**config.mk**
```make
export PLATFORM = sky130hd
export DESIGN_NAME = vga_scanout_flat
export DESIGN_NICKNAME = d
export VERILOG_FILES = /design/src/rtl/vga_pkg.sv /design/src/rtl/vga_scanout_if.sv /design/src/rtl/vga_timing.sv /design/src/rtl/vga_scanout.sv /design/src/flat_wrapper.sv
export SDC_FILE = /design/constraint.sdc
export NUM_CORES = 1
export LEC_CHECK = 0
export ABC_AREA = 0
export ABC_CLOCK_PERIOD_IN_PS = 5480
export CORE_MARGIN = 4
export CORE_UTILIZATION = 45
export DETAILED_ROUTE_END_ITERATION = 10
export HOLD_SLACK_MARGIN = 0.08
export PLACE_DENSITY = 0.78
export SETUP_SLACK_MARGIN = 0.2
export SLEW_MARGIN = 30
export SYNTH_ARGS = -nofsm -noshare
export SYNTH_HDL_FRONTEND = slang
export SYNTH_SLANG_ARGS = --single-unit
```
**constraint.sdc**
```tcl
create_clock -name clock -period 5.48 [get_ports clock]
set_input_delay 1.096 -clock clock [delete_from_list [all_inputs] [get_ports clock]]
set_output_delay 1.096 -clock clock [all_outputs]
set_load 0.02 [all_outputs]
```
**src/rtl/vga_pkg.sv**
```systemverilog
// vga_pkg: shared constants and types for the VGA scan-out engine.
// Holds the default 640x480@60 timing, the {r,g,b} pixel struct, the
// per-pixel control word that travels down the delay line, and a
// counter width helper.
package vga_pkg;

    // Default 640x480@60 timing, frame RAM geometry and pin format
    localparam int unsigned DEF_H_ACTIVE    = 640;
    localparam int unsigned DEF_H_FP        = 16;
    localparam int unsigned DEF_H_SYNC      = 96;
    localparam int unsigned DEF_H_BP        = 48;
    localparam int unsigned DEF_V_ACTIVE    = 480;
    localparam int unsigned DEF_V_FP        = 10;
    localparam int unsigned DEF_V_SYNC      = 2;
    localparam int unsigned DEF_V_BP        = 33;
    localparam int unsigned DEF_SCALE_SHIFT = 2;
    localparam int unsigned DEF_ADDR_W      = 15;
    localparam int unsigned DEF_COLOR_W     = 3;
    localparam int unsigned DEF_RAM_LATENCY = 2;
    localparam int unsigned DEF_SYNC_POL    = 0;

    // One pixel as stored in the frame RAM, R in the MSBs
    typedef struct packed {
        logic [DEF_COLOR_W-1:0] r;
        logic [DEF_COLOR_W-1:0] g;
        logic [DEF_COLOR_W-1:0] b;
    } rgb_t;

    // Per-clock control flags; sync bits are "asserted", polarity applied at the pins
    typedef struct packed {
        logic active;
        logic hs;
        logic vs;
        logic frame_start;
        logic line_start;
    } ctrl_t;

    // Bits needed to hold values 0..n-1
    function automatic int unsigned cnt_w(input int unsigned n);
        return (n < 2) ? 1 : $clog2(n);
    endfunction

endpackage

```
**src/rtl/vga_scanout_if.sv**
```systemverilog
// vga_scanout_if: frame RAM read port plus VGA pin bundle.
//   address     : scan-out -> RAM read address
//   q           : RAM -> scan-out read data {R,G,B}
//   VGA_R/G/B   : colour pins
//   HS / VS     : sync pins
//   frame_start : pulse with the first active pixel of a frame
//   line_start  : pulse with the first active pixel of each visible line
interface vga_scanout_if
    import vga_pkg::*;
#(
    parameter int unsigned ADDR_W  = DEF_ADDR_W,
    parameter int unsigned COLOR_W = DEF_COLOR_W
);
    logic [ADDR_W-1:0]    address;
    logic [3*COLOR_W-1:0] q;
    logic [COLOR_W-1:0]   VGA_R;
    logic [COLOR_W-1:0]   VGA_G;
    logic [COLOR_W-1:0]   VGA_B;
    logic                 HS;
    logic                 VS;
    logic                 frame_start;
    logic                 line_start;

    modport master (
        output address, VGA_R, VGA_G, VGA_B, HS, VS, frame_start, line_start,
        input  q
    );

    modport slave (
        input  address, VGA_R, VGA_G, VGA_B, HS, VS, frame_start, line_start,
        output q
    );
endinterface

```
**src/rtl/vga_timing.sv**
```systemverilog
// vga_timing: horizontal/vertical counters and per-position decode.
//   clock_i, reset_i, enable_i : pixel clock, sync active-high reset, scan enable
//   run_o   : counters hold a valid scan position this cycle
//   h_o/v_o : current scan position
//   ctrl_o  : decode of the previous cycle's position (active, sync, start flags),
//             aligned with the address register in the parent
module vga_timing
    import vga_pkg::*;
#(
    parameter int unsigned H_ACTIVE = DEF_H_ACTIVE,
    parameter int unsigned H_FP     = DEF_H_FP,
    parameter int unsigned H_SYNC   = DEF_H_SYNC,
    parameter int unsigned H_BP     = DEF_H_BP,
    parameter int unsigned V_ACTIVE = DEF_V_ACTIVE,
    parameter int unsigned V_FP     = DEF_V_FP,
    parameter int unsigned V_SYNC   = DEF_V_SYNC,
    parameter int unsigned V_BP     = DEF_V_BP,
    parameter int unsigned HW       = cnt_w(DEF_H_ACTIVE + DEF_H_FP + DEF_H_SYNC + DEF_H_BP + 1),
    parameter int unsigned VW       = cnt_w(DEF_V_ACTIVE + DEF_V_FP + DEF_V_SYNC + DEF_V_BP + 1)
) (
    input  logic          clock_i,
    input  logic          reset_i,
    input  logic          enable_i,
    output logic          run_o,
    output logic [HW-1:0] h_o,
    output logic [VW-1:0] v_o,
    output ctrl_t         ctrl_o
);

    localparam int unsigned H_TOTAL = H_ACTIVE + H_FP + H_SYNC + H_BP;
    localparam int unsigned V_TOTAL = V_ACTIVE + V_FP + V_SYNC + V_BP;

    logic          run_q;
    logic [HW-1:0] h_q, h_d;
    logic [VW-1:0] v_q, v_d;
    ctrl_t         ctrl_q, ctrl_d;

    // Counters advance only once the origin has been held for one clock,
    // so position (0,0) always occupies the cycle after the first run edge.
    always_comb begin
        h_d = h_q;
        v_d = v_q;
        if (run_q) begin
            if (h_q == HW'(H_TOTAL - 1)) begin
                h_d = '0;
                v_d = (v_q == VW'(V_TOTAL - 1)) ? '0 : v_q + 1'b1;
            end else begin
                h_d = h_q + 1'b1;
            end
        end
    end

    // Position decode
    always_comb begin
        ctrl_d = '0;
        if (run_q) begin
            ctrl_d.active      = (h_q < HW'(H_ACTIVE)) && (v_q < VW'(V_ACTIVE));
            ctrl_d.hs          = (h_q >= HW'(H_ACTIVE + H_FP)) &&
                                 (h_q <  HW'(H_ACTIVE + H_FP + H_SYNC));
            ctrl_d.vs          = (v_q >= VW'(V_ACTIVE + V_FP)) &&
                                 (v_q <  VW'(V_ACTIVE + V_FP + V_SYNC));
            ctrl_d.frame_start = (h_q == '0) && (v_q == '0);
            ctrl_d.line_start  = (h_q == '0) && (v_q < VW'(V_ACTIVE));
        end
    end

    always_ff @(posedge clock_i) begin
        if (reset_i || !enable_i) begin
            run_q  <= 1'b0;
            h_q    <= '0;
            v_q    <= '0;
            ctrl_q <= '0;
        end else begin
            run_q  <= 1'b1;
            h_q    <= h_d;
            v_q    <= v_d;
            ctrl_q <= ctrl_d;
        end
    end

    assign run_o  = run_q;
    assign h_o    = h_q;
    assign v_o    = v_q;
    assign ctrl_o = ctrl_q;

endmodule

```
**src/rtl/vga_scanout.sv**
```systemverilog
// vga_scanout: VGA scan-out engine with pixel replication and RAM latency compensation.
//   clock  : pixel clock (rising edge)
//   reset  : synchronous, active-high
//   enable : scan enable; low holds the origin with the pins blanked
//   bus    : master side of vga_scanout_if (RAM address/q, colour, sync, start pulses)
// Pipeline from scan position to pins is RAM_LATENCY+2 clocks: address register,
// RAM, output register; control flags ride a matching delay line.
module vga_scanout
    import vga_pkg::*;
#(
    parameter int unsigned H_ACTIVE    = DEF_H_ACTIVE,
    parameter int unsigned H_FP        = DEF_H_FP,
    parameter int unsigned H_SYNC      = DEF_H_SYNC,
    parameter int unsigned H_BP        = DEF_H_BP,
    parameter int unsigned V_ACTIVE    = DEF_V_ACTIVE,
    parameter int unsigned V_FP        = DEF_V_FP,
    parameter int unsigned V_SYNC      = DEF_V_SYNC,
    parameter int unsigned V_BP        = DEF_V_BP,
    parameter int unsigned SCALE_SHIFT = DEF_SCALE_SHIFT,
    parameter int unsigned ADDR_W      = DEF_ADDR_W,
    parameter int unsigned COLOR_W     = DEF_COLOR_W,
    parameter int unsigned RAM_LATENCY = DEF_RAM_LATENCY,
    parameter int unsigned SYNC_POL    = DEF_SYNC_POL
) (
    input  logic          clock,
    input  logic          reset,
    input  logic          enable,
    vga_scanout_if.master bus
);

    localparam int unsigned H_TOTAL  = H_ACTIVE + H_FP + H_SYNC + H_BP;
    localparam int unsigned V_TOTAL  = V_ACTIVE + V_FP + V_SYNC + V_BP;
    localparam int unsigned HW       = cnt_w(H_TOTAL + 1);
    localparam int unsigned VW       = cnt_w(V_TOTAL + 1);
    localparam int unsigned REP      = 32'd1 << SCALE_SHIFT;
    localparam int unsigned FB_W     = H_ACTIVE >> SCALE_SHIFT;
    localparam int unsigned FB_H     = V_ACTIVE >> SCALE_SHIFT;
    localparam logic        SYNC_ACT = 1'(SYNC_POL);

    // Elaboration-time parameter checks
    if (((H_ACTIVE % REP) != 0) || ((V_ACTIVE % REP) != 0)) begin : g_bad_scale
        $error("vga_scanout: active size not divisible by 2**SCALE_SHIFT");
    end
    if ((64'(FB_W) * 64'(FB_H)) > (64'd1 << ADDR_W)) begin : g_bad_addr
        $error("vga_scanout: framebuffer does not fit in ADDR_W");
    end
    if ((RAM_LATENCY < 1) || (RAM_LATENCY > 4)) begin : g_bad_lat
        $error("vga_scanout: RAM_LATENCY must be 1..4");
    end

    logic          scan_run;
    logic [HW-1:0] h_cnt;
    logic [VW-1:0] v_cnt;
    ctrl_t         ctrl_s1;

    vga_timing #(
        .H_ACTIVE (H_ACTIVE),
        .H_FP     (H_FP),
        .H_SYNC   (H_SYNC),
        .H_BP     (H_BP),
        .V_ACTIVE (V_ACTIVE),
        .V_FP     (V_FP),
        .V_SYNC   (V_SYNC),
        .V_BP     (V_BP),
        .HW       (HW),
        .VW       (VW)
    ) u_timing (
        .clock_i  (clock),
        .reset_i  (reset),
        .enable_i (enable),
        .run_o    (scan_run),
        .h_o      (h_cnt),
        .v_o      (v_cnt),
        .ctrl_o   (ctrl_s1)
    );

    logic              h_vis, v_vis;
    logic [ADDR_W-1:0] address_q, address_d;
    logic [ADDR_W-1:0] line_base_q, line_base_d;

    assign h_vis = h_cnt < HW'(H_ACTIVE);
    assign v_vis = v_cnt < VW'(V_ACTIVE);

    // Incremental address: step once per replicated pixel, park on the next
    // line's base during blanking, advance the base after each REP-th line.
    always_comb begin
        address_d   = address_q;
        line_base_d = line_base_q;
        if (!scan_run) begin
            address_d   = '0;
            line_base_d = '0;
        end else if (h_vis && v_vis) begin
            if ((h_cnt != '0) && ((h_cnt & HW'(REP - 1)) == '0)) begin
                address_d = address_q + 1'b1;
            end
            if (h_cnt == HW'(H_ACTIVE - 1)) begin
                if (v_cnt == VW'(V_ACTIVE - 1)) begin
                    line_base_d = '0;
                end else if ((v_cnt & VW'(REP - 1)) == VW'(REP - 1)) begin
                    line_base_d = line_base_q + ADDR_W'(FB_W);
                end
            end
        end else begin
            address_d = line_base_q;
        end
    end

    always_ff @(posedge clock) begin
        if (reset || !enable) begin
            address_q   <= '0;
            line_base_q <= '0;
        end else begin
            address_q   <= address_d;
            line_base_q <= line_base_d;
        end
    end

    // Control delay line covering the RAM read latency
    ctrl_t dly_q [RAM_LATENCY];
    ctrl_t tail;

    always_ff @(posedge clock) begin
        if (reset || !enable) begin
            for (int i = 0; i < RAM_LATENCY; i++) begin
                dly_q[i] <= '0;
            end
        end else begin
            dly_q[0] <= ctrl_s1;
            for (int i = 1; i < RAM_LATENCY; i++) begin
                dly_q[i] <= dly_q[i-1];
            end
        end
    end

    assign tail = dly_q[RAM_LATENCY-1];

    // Output register: blank outside the active window, apply sync polarity
    logic [3*COLOR_W-1:0] rgb_q;
    logic                 hs_q, vs_q, fs_q, ls_q;

    always_ff @(posedge clock) begin
        if (reset || !enable) begin
            rgb_q <= '0;
            hs_q  <= ~SYNC_ACT;
            vs_q  <= ~SYNC_ACT;
            fs_q  <= 1'b0;
            ls_q  <= 1'b0;
        end else begin
            rgb_q <= tail.active ? bus.q : '0;
            hs_q  <= tail.hs ? SYNC_ACT : ~SYNC_ACT;
            vs_q  <= tail.vs ? SYNC_ACT : ~SYNC_ACT;
            fs_q  <= tail.frame_start;
            ls_q  <= tail.line_start;
        end
    end

    assign bus.address     = address_q;
    assign bus.VGA_R       = rgb_q[3*COLOR_W-1 -: COLOR_W];
    assign bus.VGA_G       = rgb_q[2*COLOR_W-1 -: COLOR_W];
    assign bus.VGA_B       = rgb_q[COLOR_W-1:0];
    assign bus.HS          = hs_q;
    assign bus.VS          = vs_q;
    assign bus.frame_start = fs_q;
    assign bus.line_start  = ls_q;

endmodule

```
**src/flat_wrapper.sv**
```systemverilog
// flat-port wrapper written by rule: the top's interface ports become plain ports
module vga_scanout_flat import vga_pkg::*;
#(
    parameter int unsigned H_ACTIVE    = DEF_H_ACTIVE,
    parameter int unsigned H_FP        = DEF_H_FP,
    parameter int unsigned H_SYNC      = DEF_H_SYNC,
    parameter int unsigned H_BP        = DEF_H_BP,
    parameter int unsigned V_ACTIVE    = DEF_V_ACTIVE,
    parameter int unsigned V_FP        = DEF_V_FP,
    parameter int unsigned V_SYNC      = DEF_V_SYNC,
    parameter int unsigned V_BP        = DEF_V_BP,
    parameter int unsigned SCALE_SHIFT = DEF_SCALE_SHIFT,
    parameter int unsigned ADDR_W      = DEF_ADDR_W,
    parameter int unsigned COLOR_W     = DEF_COLOR_W,
    parameter int unsigned RAM_LATENCY = DEF_RAM_LATENCY,
    parameter int unsigned SYNC_POL    = DEF_SYNC_POL
)
  (clock, reset, enable, bus_address, bus_VGA_R, bus_VGA_G, bus_VGA_B, bus_HS, bus_VS, bus_frame_start, bus_line_start, bus_q);
  vga_scanout_if #(.ADDR_W(ADDR_W), .COLOR_W(COLOR_W)) bus_i ();
  input  logic clock;
  input  logic reset;
  input  logic enable;
  output wire logic [$bits(bus_i.address)-1:0] bus_address;
  output wire logic [$bits(bus_i.VGA_R)-1:0] bus_VGA_R;
  output wire logic [$bits(bus_i.VGA_G)-1:0] bus_VGA_G;
  output wire logic [$bits(bus_i.VGA_B)-1:0] bus_VGA_B;
  output wire logic [$bits(bus_i.HS)-1:0] bus_HS;
  output wire logic [$bits(bus_i.VS)-1:0] bus_VS;
  output wire logic [$bits(bus_i.frame_start)-1:0] bus_frame_start;
  output wire logic [$bits(bus_i.line_start)-1:0] bus_line_start;
  input wire logic [$bits(bus_i.q)-1:0] bus_q;
  assign bus_address = bus_i.address;
  assign bus_VGA_R = bus_i.VGA_R;
  assign bus_VGA_G = bus_i.VGA_G;
  assign bus_VGA_B = bus_i.VGA_B;
  assign bus_HS = bus_i.HS;
  assign bus_VS = bus_i.VS;
  assign bus_frame_start = bus_i.frame_start;
  assign bus_line_start = bus_i.line_start;
  assign bus_i.q = bus_q;
  vga_scanout #(.H_ACTIVE(H_ACTIVE), .H_FP(H_FP), .H_SYNC(H_SYNC), .H_BP(H_BP), .V_ACTIVE(V_ACTIVE), .V_FP(V_FP), .V_SYNC(V_SYNC), .V_BP(V_BP), .SCALE_SHIFT(SCALE_SHIFT), .ADDR_W(ADDR_W), .COLOR_W(COLOR_W), .RAM_LATENCY(RAM_LATENCY), .SYNC_POL(SYNC_POL)) u_core (.clock(clock), .reset(reset), .enable(enable), .bus(bus_i));
endmodule
```
==> metrics <==
Post-Syn Nets=368; post-route insts no fill=486; Antenna Nets Post-Route=0; htree depth=3; Yosys warnings=0; Mean Syn Cell Area=between 9 and 10 µm²; final WL=6.22 mm; CP endpoint kind=flip-flop; worst reg2reg startpoint=u_core.u_timing.v_o[9]; largest net degree at the start of global routing=29; Critical Path RT=between 5000 and 6000 ps; Final Core Density=0.562; met2 track demand over resource=0.254; Clk Tree Root Cell=clkbuf_8; GP Congestion=~0.84; diode count=0; most common cell after layout, fill and taps aside=dfxtp_1; via count=2552; CP max FO=28; Final period util=0.563; # fillers=613; I/O pin cnt=40; clock skew=10.8 ps; worst setup path startpoint=reset; Hold-fix buffers, CTS=0; WP data arrival=roughly 3300 ps; fmax=0.324 GHz; min Tclk post-route=3080 ps; Global Route met3 Usage=0.0451; Final setup viols=0; Hold Vio Cnt, Final=0; clock slew at reported path FFs=80 ps; top_reg_cell synth=dfxtp_1; detailed-route vias per instance=about 5.3; Design Area, Final=3840 µm²; DRC Markers=0; first-pass GRT wire length=10.7 mm; outcome=completed; post-CTS sizing=0; GRT Max-Usage Layer=met2; Worst-Margin Slew=about 810 ps; pwr/cell area=259 nW/µm²; Starting Density=0.465; vias in the first global route=2389; Final Max Tran Viols=0; Synth Instances=349; Placed Area=3640 µm²; most frequent cells in the layout=74 x dfxtp_1, 39 x clkdlybuf4s50_1, 30 x nor2_1; Slew headroom=0.459; leakage power=1.28 nW; routed len/inst=approximately 13 µm; DRT iter0 DRCs=108; CP startpoint kind=primary input; initial antenna violation count=0; synth-to-layout area growth=21.0%; CTS tree=done; nets@finish=around 400; setup bufs post-CTS=0; latest clock arrival within the worst-skew pair=roughly 350 ps; hpwl dp=about 4.5 mm; synth unique cells=46; CTS Buf Count=9; Post-Syn Area=3180 µm²; met1 GRT Util=0.188; share of post-route cells with drive strength above 1=0.0718; area of the multi-input gates=between 1500 and 2000 µm²; worst vdd ir=0.158 mV; HP Start=u_core.dly_q[0][7]; Core Region=between 6000 and 7000 µm²; number of detailed-route iterations in the first pass=5; global route total overflow=0; Yosys reg bits=74; clock sink count=74; Chip Height=between 90 and 100 µm; sequential cell area=1480 µm²; global-route total usage across every layer=0.153; Seq/Total Area, Yosys=0.466; buffer depth of the longest clock path=2; share of flip-flops with an asynchronous set or reset=0; Inst Count DP=between 400 and 500; max_cap viols=0; Die ar.=8470 µm²; port buffer count=39; crit path kind=in -> reg; Rows=30; total negative setup slack=0 ps; EDFF count, synth=0; unrepaired setup endpoints after global routing=no; Hold/Removal Path Class=reg -> reg; Die Span X=roughly 92 µm
[state kept, by name (all words and copies together) (netlist names), 5 cells and up]
name / count
u_core.u_timing.h_o: 10
u_core.dly_q: 10
u_core.rgb_q: 9
u_core.bus.address: 15
u_core.line_base_q: 10
u_core.u_timing.v_o: 10
u_core.u_timing.ctrl_o: 5
[final timing paths]
check,endpoint,cells past startpoint,slack [ps]
max,u_core.line_base_q[9],6,2400
min,u_core.bus.VS,1,370
max reg2reg,u_core.line_base_q[9],5,2810
min reg2reg,u_core.bus.VS,1,370
[critical path, stage by stage]
cell	delay (ps)
clkdlybuf4s50_1	440
nand2b_1	250
clkinv_1	530
and2_1	480
o21ai_1	370
nor2_1	110
[stage by stage]
step / power (mW) / worst slack [ps] / hold WS (ps)
after floorplan: 0.562 / 3190 / 343
after global placement: 0.572 / 2040 / 349
after detailed placement: 0.572 / 1970 / 351
after CTS: 1.01 / 2340 / 370
after global routing: 1.03 / 2050 / 389
final: 0.995 / 2400 / 366
[cell type report]
cell class                      count  share of cell area
Inverter                           14              0.0137
Clock buffer                        9              0.0322
Clock inverter                      7              0.0215
Tap cell                           96              0.0313
Multi-Input combinational cell    247               0.414
Sequential cell                    74               0.386
Timing Repair Buffer               39               0.102
[logic make-up after synthesis]
logic type | share of synthesized area
muxes | 0.00630
and+or+nand+nor | 0.283
AOI/OAI and AO/OA | 0.0870
buffers and inverters | 0.0362
DFF | 0.466
adders and majority gates | 0.0276
xor gates and xnor gates | 0.0937
[where the power goes]
group          internal, mW  total [mW]  switching (mW)
clock                 0.218       0.436           0.218
sequential            0.539       0.540         0.00165
combinational       0.00939      0.0184         0.00900
[cells in the mapped netlist (all sizes together), types with 4 or more instances]
| cell type | instances | area share |
|---|---|---|
| nand3 | 16 | 0.027 |
| and3 | 12 | 0.024 |
| a21oi | 19 | 0.031 |
| or4 | 4 | 0.012 |
| dfxtp | 74 | 0.47 |
| xor2 | 13 | 0.036 |
| or3 | 11 | 0.022 |
| xnor2 | 21 | 0.058 |
| nor3 | 14 | 0.022 |
| o21ai | 16 | 0.025 |
| inv | 13 | 0.015 |
| and2 | 16 | 0.032 |
| nand4 | 6 | 0.012 |
| nand2 | 27 | 0.032 |
| nor4 | 7 | 0.016 |
| clkbuf | 11 | 0.013 |
| ha | 7 | 0.028 |
| nor2 | 30 | 0.035 |
[metal layers]
layer | routed length (µm) | part of all wire | vias up
met3 | 283 | 0.046 | 11
met1 | 2760 | 0.44 | 1211
met4 | 114 | 0.018 | 0
met5 | 0 | 0 | -
li1 | - | - | 1277
met2 | 3060 | 0.49 | 53
No activity file was read; power rests on OpenSTA's default activity.
